### src/rtl/cpu_pkg.sv
// cpu_pkg: shared CPU datapath widths, reset vector and address type
package cpu_pkg;
    localparam int ADDR_W = 32;
    localparam logic [ADDR_W-1:0] PC_RESET_VECTOR = 32'h0000_0000;
    typedef logic [ADDR_W-1:0] addr_t;
endpackage

### src/rtl/program_counter.sv
// program_counter: enable-gated PC register with async active-low reset and optional LSB alignment
module program_counter #(
    parameter int ADDR_W = cpu_pkg::ADDR_W,
    parameter logic [ADDR_W-1:0] RESET_ADDR = cpu_pkg::PC_RESET_VECTOR,
    parameter int ALIGN_BITS = 0
) (
    input  logic              clk,
    input  logic              rst,
    input  logic              PCWre,
    input  logic [ADDR_W-1:0] newAddress,
    output logic [ADDR_W-1:0] currentAddress
);
    function automatic logic [ADDR_W-1:0] align(input logic [ADDR_W-1:0] a);
        return a & ({ADDR_W{1'b1}} << ALIGN_BITS);
    endfunction

    always_ff @(posedge clk or negedge rst)
        if (!rst) currentAddress <= RESET_ADDR;
        else if (PCWre) currentAddress <= align(newAddress);

    a_reset_value: assert property (@(posedge clk) !rst |-> currentAddress == RESET_ADDR);
    a_hold: assert property (@(posedge clk) disable iff (!rst) !PCWre |=> $stable(currentAddress));
    a_load: assert property (@(posedge clk) disable iff (!rst) PCWre |=> currentAddress == align($past(newAddress)));
    a_pcwre_known: assert property (@(posedge clk) rst |-> !$isunknown(PCWre));
endmodule

### config.mk
export PLATFORM = sky130hd
export DESIGN_NAME = program_counter
export DESIGN_NICKNAME = d
export VERILOG_FILES = /design/src/rtl/cpu_pkg.sv /design/src/rtl/program_counter.sv
export SDC_FILE = /design/constraint.sdc
export NUM_CORES = 1
export LEC_CHECK = 0
export BUFFER_PORTS_ARGS = -buffer_cell sky130_fd_sc_hd__clkbuf_2
export CORE_MARGIN = 4
export CORE_UTILIZATION = 34
export CTS_CLUSTER_DIAMETER = 150
export CTS_CLUSTER_SIZE = 30
export DETAILED_ROUTE_END_ITERATION = 16
export PLACE_DENSITY = 0.64
export SETUP_SLACK_MARGIN = 0.3
export SLEW_MARGIN = 5
export SYNTH_ARGS = -nofsm -noshare
export SYNTH_HDL_FRONTEND = slang
export SYNTH_SLANG_ARGS = --single-unit
### constraint.sdc
create_clock -name clk -period 1.95 [get_ports clk]
set_input_delay 0.0975 -clock clk [delete_from_list [all_inputs] [get_ports clk]]
set_output_delay 0.0975 -clock clk [all_outputs]
set_load 0.02 [all_outputs]
==> flow_summary.json <==
{
  "crit_family": "flip-flops",
  "p_clk_frac": 0.294,
  "worstSetupStartpointType": "flop",
  "synthMuxAreaShare": 0.352,
  "die_h_um": 70.9,
  "syn-cell-area_um2": 1350,
  "vdd_drop_max_mv": 0.333,
  "max_freq_mhz": 1080,
  "drive_gt1_frac": 0.755,
  "slew_headroom": 0.490,
  "run_status": "complete, no violations",
  "crit_type": "flop to output port",
  "synth_xor_area_frac": 0,
  "grt_pass1_vias": 862,
  "layout.nets": 174,
  "firstDrtPassIters": 2,
  "synth_fa_ha_area_frac": 0,
  "finalHoldWorstSlack_ns": 0.0518,
  "cp.arrival_ns": 0.83,
  "die_w_um": 70.9,
  "hp-start": "newAddress[27]",
  "drv_cap": 0,
  "gp_congestion": 0.768,
  "power_density_nw_per_um2": 884,
  "die-area_um2": 5030,
  "p_switching_uw": 426,
  "synth_simple_gate_area_frac": 0,
  "synth_fp_nets": 103,
  "clock-sinks": 32,
  "cts_setup_buffers": 0,
  "clockBufferDepth": 2,
  "r2r-end": "currentAddress[3]",
  "cts_root_buf": "clkbuf_8",
  "setup_viol": 0,
  "antenna_left": 0,
  "num_rows": 22,
  "maxSlewViolCount": 0,
  "area_delta_synth_final_pct": 31.7,
  "startpoint": "currentAddress[6]",
  "critPathMaxFanout": 2,
  "antenna_found_initial": 0,
  "cp.depth": 1,
  "r2r-start": "currentAddress[3]",
  "dp_hpwl_um": 1990,
  "fin_crit_ns": 0.928,
  "cts.clk_slew.worst_paths_ns": 0.06,
  "crit_path_end": "currentAddress[6]",
  "drcViolationCount": 0,
  "largestRegisters": "currentAddress x32",
  "fillers": 345,
  "clk_latency_ns": 0.27,
  "ys_ff_latch": 32,
  "grt_max_degree": 33,
  "diodes": 0,
  "cts_made_buffers": 5,
  "grtUsageTotal": 0.107,
  "io_buffers": 66,
  "grt_pass1_wl_um": 4100,
  "cp_num_buf_inv": 1,
  "end_kind": "output port",
  "required_ns": 1.85,
  "p_leak_nw": 0.957,
  "p_seq_frac": 0.491,
  "p_comb_frac": 0.215,
  "syn_inst": 68,
  "critPathSlowestCell": "dfrtp_1",
  "top_register": "currentAddress",
  "final_util": 0.473,
  "reg2regPathDepth": 1,
  "min_path_type": "input pin to flop",
  "synth-compound-area-share": 0,
  "design.core.area_um2": 3740,
  "gr-total-overflow": 0,
  "switching_share": 0.272,
  "ys_seq_area_frac": 0.595,
  "finalWirelength_um": 2620,
  "htree_num_levels": 2,
  "largest_reg_flops": 32,
  "period_share": 0.476,
  "avgSynthCellArea_um2": 19.8,
  "drtIter0Drc": 61,
  "fin_cells": 187,
  "yosysUniqueCellTypes": 5,
  "routedWlPerCell_um": 14.0,
  "dpl.cell_count": 179,
  "dr_total_vias": 794,
  "initial_utilization": 0.359,
  "critPathMaxStageDelay_ns": 0.39,
  "finalClockSkew_ns": 0,
  "synth_top_family_by_area": "multiplexers",
  "intPower_mw": 1.14,
  "yosysWarnings": 0,
  "rsz0062_at_grt": "false",
  "post_drt_via_cell_ratio": 4.25,
  "crit_chain": "clkbuf_2",
  "io_pins": 67,
  "worst-slew-pin-transition_ns": 0.766,
  "ff2ff_setup_slack_ns": 1.17,
  "tns_ns": 0,
  "final_hold_viol_count": 0,
  "cts_tree": "yes"
}
[worst min path at each step]
stage                               to  slack (ns)  cells past startpoint
floorplan            currentAddress[0]       -0.20                      0
global route        currentAddress[17]        0.04                      2
CTS                 currentAddress[27]        0.04                      2
global placement     currentAddress[2]        0.20                      1
finish              currentAddress[27]        0.05                      2
detailed placement   currentAddress[2]        0.21                      1
[layout by cell type (no fill, tap or decap)]
| cell | Yosys | routed |
|---|---|---|
| buf_12 | 3 | 1 |
| clkbuf_1 | 0 | 1 |
| clkbuf_2 | 0 | 66 |
| clkbuf_8 | 0 | 5 |
| clkinv_2 | 0 | 1 |
| dfrtp_1 | 32 | 32 |
| dlygate4sd3_1 | 0 | 1 |
| mux2_2 | 2 | 2 |
| mux2_4 | 30 | 30 |
[routing by layer]
layer	GRT usage	vias up	wire, um
li1	-	375	-
met1	0.135	377	1100
met2	0.167	40	1260
met3	0.0412	2	250
met4	0.0376	0	14
met5	0	-	0
[layout make-up]
type | instances | area (um^2) | area share
flip-flops and latches | 32 | 801 | 0.452
repair buffers | 68 | 360 | 0.203
multi-input cells | 32 | 473 | 0.267
clock inverters | 1 | 5.00 | 0.00282
clock buffers | 6 | 72.6 | 0.0410
well taps | 48 | 60.1 | 0.0339
[cell usage after synthesis]
cell	number	share of area
mux2_4	30	0.33
mux2_2	2	0.017
buf_12	3	0.045
buf_6	1	0.0084
dfrtp_1	32	0.60
[power groups by stage]
| stage | combinational (mW) | clock, mW | sequential (mW) |
|---|---|---|---|
| after CTS | 0.343 | 0.482 | 0.770 |
| after detailed placement | 0.341 | 0 | 0.780 |
| after floorplan | 0.136 | 0 | 0.860 |
| after global routing | 0.358 | 0.517 | 0.777 |
| after global placement | 0.335 | 0 | 0.779 |
| final | 0.337 | 0.461 | 0.769 |
[stage by stage]
step / power, mW / area [um^2] / setup WS, ns
final: 1.57 / 1770 / 1.02
after global routing: 1.65 / 1770 / 0.837
after CTS: 1.59 / 1770 / 0.981
after detailed placement: 1.12 / 1680 / 0.733
after global placement: 1.11 / 1680 / 0.765
after floorplan: 0.996 / 1350 / 1.12
[cell families (layout without fill, tap and decap cells)]
logic type | Yosys count | count (layout)
flops | 32 | 32
buf+inv | 4 | 75
mux | 32 | 32
[repair_timing]
item | CTS | global route
endpoints found under the hold margin | 32 | 0
setup endpoints to repair | 0 | 0
resized for setup | 0 | 0
hold buffers | 1 | 0
(Power assumes the default switching activity.)
